`src/rtl/pe_addr_sequencer_pkg.sv`:
```
// Shared definitions for the PE scratchpad address sequencer.
// Holds the sequencer state encoding and the default geometry of one pad sequencer.
package PECfg;

  typedef enum logic [2:0] {
    IDLE,
    INIT,
    WORK,
    STALL,
    DONE
  } AddrSeqState;

  localparam int DEF_NDEPTH = 4;
  localparam int DEF_IDXW   = 8;
  localparam int DEF_STRW   = 8;
  localparam int DEF_ADDRW  = 10;

endpackage

```
`src/rtl/pe_addr_sequencer_lp_level.sv`:
```
// One loop level of the address sequencer: index counter plus offset accumulator.
// Wraps to zero at the end of its trip count and signals a carry to the next level.
module pe_lp_level #(
  parameter int IDXW  = 8,
  parameter int ADDRW = 10
) (
  input  logic             clk,
  input  logic             rst,
  input  logic             inc,
  input  logic             clr,
  input  logic [IDXW-1:0]  size,
  input  logic [ADDRW-1:0] stride,
  output logic [IDXW-1:0]  idx,
  output logic [ADDRW-1:0] off,
  output logic             is_end,
  output logic             carry
);

  // size is already forced to at least 1 by the parent
  assign is_end = (idx == size - 1'b1);
  assign carry  = inc && is_end;

  always_ff @(posedge clk) begin
    if (rst || clr) begin
      idx <= '0;
      off <= '0;
    end else if (inc) begin
      if (is_end) begin
        idx <= '0;
        off <= '0;
      end else begin
        idx <= idx + 1'b1;
        off <= off + stride;
      end
    end
  end

endmodule

```
`src/rtl/pe_addr_sequencer.sv`:
```
// Nested-loop pad address sequencer: FSM, configuration latch, address adder and
// rdy/ack handshake around a chain of pe_lp_level counters.
module pe_addr_sequencer
  import PECfg::*;
#(
  parameter int NDEPTH = DEF_NDEPTH,
  parameter int IDXW   = DEF_IDXW,
  parameter int STRW   = DEF_STRW,
  parameter int ADDRW  = DEF_ADDRW
) (
  input  logic                   i_clk,
  input  logic                   i_rst,
  input  logic                   i_start,
  input  logic                   i_stall,
  input  logic                   i_abort,
  input  logic [NDEPTH*IDXW-1:0] i_loopSize,
  input  logic [NDEPTH*STRW-1:0] i_stride,
  input  logic [ADDRW-1:0]       i_baseAddr,
  output logic                   Addr_rdy,
  input  logic                   Addr_ack,
  output logic [ADDRW-1:0]       o_addr,
  output logic [NDEPTH*IDXW-1:0] o_loopIdx,
  output logic [NDEPTH-1:0]      o_loopEnd,
  output logic                   o_last,
  output logic                   o_busy,
  output logic                   o_done
);

  typedef struct packed {
    logic [NDEPTH-1:0][IDXW-1:0] size;
    logic [NDEPTH-1:0][STRW-1:0] stride;
    logic [ADDRW-1:0]            base;
  } AddrSeqCfg;

  AddrSeqState state;
  AddrSeqCfg   cfg;

  logic addr_rdy_q;
  logic busy_q;
  logic done_q;
  logic xfer;
  logic lvl_clr;

  logic [NDEPTH-1:0]                 inc;
  logic [NDEPTH-1:0]                 carry;
  logic [NDEPTH-1:0]                 lvl_end;
  logic [NDEPTH-1:0][IDXW-1:0]       idx;
  logic [NDEPTH-1:0][IDXW-1:0]       eff_size;
  logic [NDEPTH-1:0][ADDRW-1:0]      off;
  logic [NDEPTH-1:0][ADDRW-1:0]      stride_ext;
  logic [ADDRW-1:0]                  addr_sum;

  assign xfer    = addr_rdy_q && Addr_ack;
  assign lvl_clr = (state == IDLE);

  genvar k;
  generate
    for (k = 0; k < NDEPTH; k++) begin : g_level
      assign eff_size[k] = (cfg.size[k] == '0) ? IDXW'(1) : cfg.size[k];

      if (STRW >= ADDRW) begin : g_str_trunc
        assign stride_ext[k] = cfg.stride[k][ADDRW-1:0];
      end else begin : g_str_zext
        assign stride_ext[k] = {{(ADDRW-STRW){1'b0}}, cfg.stride[k]};
      end

      if (k == 0) begin : g_inc_first
        assign inc[k] = xfer;
      end else begin : g_inc_chain
        assign inc[k] = carry[k-1];
      end

      pe_lp_level #(
        .IDXW  (IDXW),
        .ADDRW (ADDRW)
      ) u_level (
        .clk    (i_clk),
        .rst    (i_rst),
        .inc    (inc[k]),
        .clr    (lvl_clr),
        .size   (eff_size[k]),
        .stride (stride_ext[k]),
        .idx    (idx[k]),
        .off    (off[k]),
        .is_end (lvl_end[k]),
        .carry  (carry[k])
      );
    end
  endgenerate

  always_comb begin
    addr_sum = cfg.base;
    for (int i = 0; i < NDEPTH; i++) begin
      addr_sum = addr_sum + off[i];
    end
  end

  // A carry out of the outermost level is exactly a transfer of the final address
  always_ff @(posedge i_clk) begin
    if (i_rst) begin
      state      <= IDLE;
      cfg        <= '0;
      addr_rdy_q <= 1'b0;
      busy_q     <= 1'b0;
      done_q     <= 1'b0;
    end else begin
      done_q <= 1'b0;
      if (i_abort) begin
        state      <= IDLE;
        addr_rdy_q <= 1'b0;
        busy_q     <= 1'b0;
      end else begin
        case (state)
          IDLE: begin
            if (i_start) begin
              cfg.size   <= i_loopSize;
              cfg.stride <= i_stride;
              cfg.base   <= i_baseAddr;
              state      <= INIT;
              busy_q     <= 1'b1;
            end
          end
          INIT: begin
            state      <= WORK;
            addr_rdy_q <= 1'b1;
          end
          WORK: begin
            if (carry[NDEPTH-1]) begin
              state      <= DONE;
              addr_rdy_q <= 1'b0;
              done_q     <= 1'b1;
            end else if (i_stall) begin
              state      <= STALL;
              addr_rdy_q <= 1'b0;
            end
          end
          STALL: begin
            if (!i_stall) begin
              state      <= WORK;
              addr_rdy_q <= 1'b1;
            end
          end
          DONE: begin
            state  <= IDLE;
            busy_q <= 1'b0;
          end
          default: begin
            state      <= IDLE;
            addr_rdy_q <= 1'b0;
            busy_q     <= 1'b0;
          end
        endcase
      end
    end
  end

  assign Addr_rdy  = addr_rdy_q;
  assign o_addr    = addr_sum;
  assign o_loopIdx = idx;
  assign o_loopEnd = lvl_end;
  assign o_last    = &lvl_end;
  assign o_busy    = busy_q;
  assign o_done    = done_q;

endmodule

```
`config.mk`:
```
export PLATFORM = sky130hd
export DESIGN_NAME = pe_addr_sequencer
export DESIGN_NICKNAME = d
export VERILOG_FILES = /design/src/rtl/pe_addr_sequencer_pkg.sv /design/src/rtl/pe_addr_sequencer_lp_level.sv /design/src/rtl/pe_addr_sequencer.sv
export SDC_FILE = /design/constraint.sdc
export NUM_CORES = 1
export LEC_CHECK = 0
export BUFFER_PORTS_ARGS = -buffer_cell sky130_fd_sc_hd__buf_4
export CORE_MARGIN = 1.5
export CORE_UTILIZATION = 35
export DETAILED_ROUTE_END_ITERATION = 8
export SYNTH_ARGS = -nofsm -noshare
export SYNTH_HDL_FRONTEND = slang
export SYNTH_SLANG_ARGS = --single-unit
```
`constraint.sdc`:
```
create_clock -name i_clk -period 3.95 [get_ports i_clk]
set_input_delay 0.395 -clock i_clk [delete_from_list [all_inputs] [get_ports i_clk]]
set_output_delay 0.395 -clock i_clk [all_outputs]
set_load 0.005 [all_outputs]
```
# Yosys cells after proc, flatten, opt, wreduce, memory -nomap -nowiden
# Index checks and enable logic that the tools add are counted.
dict set report totals {
  reg_bits 152
  latchBits 0
  mem_bits_rw 0
  romBits 0
  input_bits 80
  out_inout_bits 50
  word_cells 96
  memories 0
}
dict set report classes {
  add_sub_neg 16
  multipliers 0
  div_mod_pow 0
  n_lt_le_gt_ge 0
  n_eq_ne 11
  n_shift 0
  muxes 24
  n_bitwise 4
  reduce_logical 20
}
# cell count
set ops {}
lappend ops {{$mux 8} 8}
lappend ops {{$add 10x10->10} 4}
lappend ops {{$add 10x8->10} 4}
lappend ops {{$mux 10} 4}
lappend ops {{$add 8x1->8 const B} 4}
lappend ops {{$eq 8x8->1} 4}
lappend ops {{$logic_not 8->1} 4}
lappend ops {{$sub 8x1->8 const B} 4}
lappend ops {{$mux 3} 4}
lappend ops {{$pmux 3 s4} 1}
lappend ops {{$reduce_and 3->1} 3}
lappend ops {{$eq 3x2->1 const B} 2}
lappend ops {{$reduce_or 3->1} 2}
lappend ops {{$logic_and 1x1->1} 5}
lappend ops {{$mux 1} 5}
lappend ops {{$ne 2x2->1 const B} 2}
lappend ops {{$not 1->1} 4}
lappend ops {{$pmux 1 s4} 1}
lappend ops {{$reduce_and 4->1} 1}
lappend ops {{$reduce_or 2->1} 2}
lappend ops {{$eq 3x1->1 const B} 1}
lappend ops {{$eq 3x3->1 const B} 1}
lappend ops {{$logic_not 3->1} 1}
lappend ops {{$ne 3x2->1 const B} 1}
lappend ops {{other kinds (3)} 3}

# Depth between registers and ports, before layout
dict set report logic_depth {
  ltp_word 10
  mapped_depth 16
  depth_no_buf 16
}

# Modules after synthesis
# From an unflattened synthesis, not the netlist that was laid out.
dict set report hier_totals {
  hier_cells 1183
  hier_area_um2 9633.0
}
# module instances cells_per_inst area_per_inst_um2 seq_area_each_um2
set by_module_without_submodules {}
lappend by_module_without_submodules {pe_addr_sequencer 1 533 4155.2 1601.5}
lappend by_module_without_submodules {{pe_lp_level (g_level[2].u_level ...)} 2 164 1376.3 360.3}
lappend by_module_without_submodules {{pe_lp_level (g_level[0].u_level ...)} 2 161 1362.6 360.3}

# Least setup slack after synthesis
# OpenSTA, ideal clock, no wires.
dict set report synth_path {
  path_type {reg-to-output}
  startpoint {reg g_level[0].u_level.off[1]}
  endpoint {out o_addr[9]}
  arrival_ns 3.389
  t_required_ns 3.555
  setup_slack_ns 0.166
  stages_incl_launch_ff 17
  path_buffers 0
  cell_sequence {dfxtp_1 > fa_1 > fa_1 > inv_1 > fa_1 > inv_1 > ha_1 > inv_1 > fa_1 > nor2b_1 > o21ai_0 > a21boi_0 > o21a_1 > o21ai_0 > nand2b_1 > a21oi_1 > xnor2_1}
}
dict set report synth_between {
  elab_chain_len 4
}
# item line
set synth_lines {}
lappend synth_lines {{start, declared} pe_addr_sequencer_lp_level.sv:14} ;# output logic [ADDRW-1:0] off,
lappend synth_lines {{start signal, assigned} pe_addr_sequencer_lp_level.sv:33} ;# off <= off + stride;
lappend synth_lines {{$add 10x10->10 (4 in a row)} pe_addr_sequencer.sv:94} ;# addr_sum = addr_sum + off[i];
lappend synth_lines {{end, declared} pe_addr_sequencer.sv:21} ;# output logic [ADDRW-1:0] o_addr,
# No other way between the ends.

# Worst setup path in the final report
dict set report layout_path {
  startpoint {reg g_level[1].u_level.off[1]}
  endpoint {out o_addr[9]}
}
dict set report layout_between {
  elab_chain_len 3
}
# item line
set layout_lines {}
lappend layout_lines {{start, declared} pe_addr_sequencer_lp_level.sv:14}
lappend layout_lines {{start signal, assigned} pe_addr_sequencer_lp_level.sv:33}
lappend layout_lines {{$add 10x10->10 (3 in a row)} pe_addr_sequencer.sv:94}
# No other way between the ends.

==> impl_metrics.tcl <==
set metrics [dict create \
    cts.htree.levels 4 \
    ys_types 63 \
    cp-start-kind "register" \
    synth_ff_type "dfxtp_1" \
    arrival_ns 3.98 \
    max_slew_margin 0.409 \
    rows 57 \
    async_reset_ff_frac 0 \
    design.core.area_um2 24400 \
    finalInstanceArea_um2 10900 \
    fin_crit_sh 1.11 \
    cp.required_ns 3.56 \
    grt_usage 0.180 \
    io_pins 130 \
    routed_wl_mm 22.8 \
    synth_seq_area_share 0.348 \
    final_cell_mix "nand2_1, buf_4, dfxtp_1" \
    dr.pass1.iters 5 \
    fin_nets 1326 \
    synth.cell_area_um2 8740 \
    clockRootBuffer "clkbuf_16" \
    grt_first_pass_wirelength_mm 37.4 \
    top_layer "met4" \
    final_antenna_net_count 0 \
    routed_via_density 4.98 \
    synth-edff-count 0 \
    cts_tree "yes" \
    hold_class "input pin to register" \
    wl_per_cell_um 15.2 \
    powerDensity_nw_per_um2 348 \
    drtIter0Drc 510 \
    die-area_um2 25900 \
    critPathCaptureType "output port" \
    drc 0 \
    clock-sinks 152 \
    pre_cts_slack_ns -0.207 \
    diodes 0 \
    fin_skew_ns 0.00841 \
    gp_congestion 0.821 \
    wl_met1_mm 11.2 \
    violations "setup timing" \
    worst-setup-path-type "register to output port" \
    wl_met3_um 955 \
    syn2layout_area_growth_pct 24.8 \
    syn_area_per_cell_um2 8.49 \
    layout-drive-gt1-share 0.203 \
    cp_max_fo 2 \
    layout_commonest_cell "nand2_1" \
    grt.overflow.total 0 \
    utilization 0.447 \
    grt_max_degree 79 \
    crit_buf_inv 4 \
    die_h_um 161 \
    power_uw 3800 \
    leakagePower_uw 0.00461 \
    num_vias 7488 \
    ys_ff_latch 152 \
    die_x_um 161 \
    vdd_drop_max_mv 0.264 \
    ys_warn_count 0 \
    clk_path_buf_depth 2 \
    maxSlewViolCount 0 \
    rsz0062_at_grt "true" \
    placed_cell_area_um2 10100 \
    finalSetupViolations 5 \
    critPathSlowestCell "fa_1" \
    worstPathCellList "fa_1, fa_1, inv_2, fa_1, inv_1, ha_2, inv_2, fa_2, nor2b_1, o21ai_1, a21boi_1, o21a_1, o21ai_1, nand2b_1, a21oi_2, xnor2_1, buf_4" \
    start_util 0.358 \
    dr_wl_met2_mm 10.3 \
    finalHoldViolCount 0 \
    hpwl_mm 17.0 \
    status "finished, violations left" \
    antenna_found_initial 0 \
    cp_slowest_stage_delay_ns 0.51 \
    syn_nets 1189 \
    postCtsHoldBufs 0 \
    syn_inst 1029 \
    layout_setup_ws_ns -0.426 \
    portBuffers 129 \
    cts_made_buffers 17 \
    insertion_delay_ns 0.43 \
    worstMarginPinSlew_ns 0.886 \
    crit_family "adder cells" \
    grt_pass1_vias 7342 \
    path_clk_slew_ns 0.07 \
    cap_violations 0 \
    min_period_ns 4.38 \
    max_freq_mhz 229 \
    cpMostUsedCell "fa_1" \
]
## routing by layer
metal / vias up / global-route usage
li1: 3834 / -
met1: 3487 / 0.245
met2: 147 / 0.291
met3: 20 / 0.0352
met4: 0 / 0.0518
met5: - / 0
## cells by family after synthesis
logic type,count (synthesis),share of synthesized area
AOI/OAI and AO/OA,232,0.163
xor gates and xnor gates,98,0.0982
DFF,152,0.348
adders and majority gates,80,0.140
buffers and inverters,78,0.0364
and+or+nand+nor,383,0.207
muxes,6,0.00716
## power breakdown
part	internal, uW	leakage, uW	switching, uW	total (uW)
sequential	1570	0.00123	40.5	1610
combinational	239	0.00308	260	499
clock	958	0.000298	731	1690
## worst reg2reg max path: stages (launching register included)
cell and delay, ns:
dfxtp_1 0.37, nor3_2 0.33, a31oi_1 0.19, ha_1 0.31, o21ba_1 0.20, a221oi_1 0.28
a41oi_1 0.09, or4b_1 0.51, and3b_1 0.36, nand3_4 0.18, buf_4 0.24, or3_1 0.34
a21oi_1 0.14
## synth_stat cells, types with 6 or more instances
cell type / n / area [um^2]
nand2_1: 185 / 694
dfxtp_1: 152 / 3040
a21oi_1: 125 / 626
nor2_1: 72 / 270
xnor2_1: 54 / 473
ha_1: 50 / 626
xor2_1: 44 / 385
clkbuf_1: 35 / 131
fa_1: 30 / 601
inv_1: 30 / 113
a22o_1: 24 / 210
nand3_1: 24 / 120
o21ai_0: 24 / 120
nand4_1: 16 / 100
nor2b_1: 12 / 75.1
a21o_1: 11 / 82.6
nor3_1: 9 / 45.0
and3_1: 8 / 50.1
or3_1: 8 / 50.1
nand2b_1: 7 / 43.8
o21bai_1: 7 / 52.6
or4_1: 7 / 52.6
a31oi_1: 6 / 37.5
o21a_1: 6 / 45.0
## flip-flops by register name (all words and copies together) (netlist names)
name and count:
o_done 1, o_busy 1, cfg 74, g_level.u_level.off 40, state 3, Addr_rdy 1, g_level.u_level.idx 32
## area by class of cell
class                      instances  area [um^2]
sequential                       152         3050
timing repair buffer             166         1250
tap                              324          405
clock buffer                      17          425
multi-input combinational        799         5480
clock inverter                    15          179
fill                            2424        13500
inverter                          30          113
## final timing paths
check                                                from                         to  slack [ns]  depth (start not counted)
worst max-delay path            g_level[1].u_level.off[1]                  o_addr[9]       -0.43                         17
worst min-delay path                       i_loopSize[19]                    cfg[61]        0.21                          3
worst max register to register                    cfg[44]  g_level[3].u_level.idx[3]        0.33                         12
worst min register to register                    cfg[25]                    cfg[25]        0.46                          2
## per-stage QoR
step	cells	hold WS, ns	TNS, ns
after floorplan	1029	0.441	0
after global placement	1465	0.452	-0.138
after detailed placement	1465	0.454	-0.279
after CTS	1498	0.191	-1.28
after global routing	1503	0.196	-1.88
final	1503	0.205	-1.07
## timing repair
action | CTS | global route
buffers inserted | 3 | 5
endpoints found under the setup margin | 7 | 39
cloned | 0 | 0
resized for setup | 25 | 11
pin swaps | 15 | 6
Note: power is estimated with default switching activity, not from simulation.
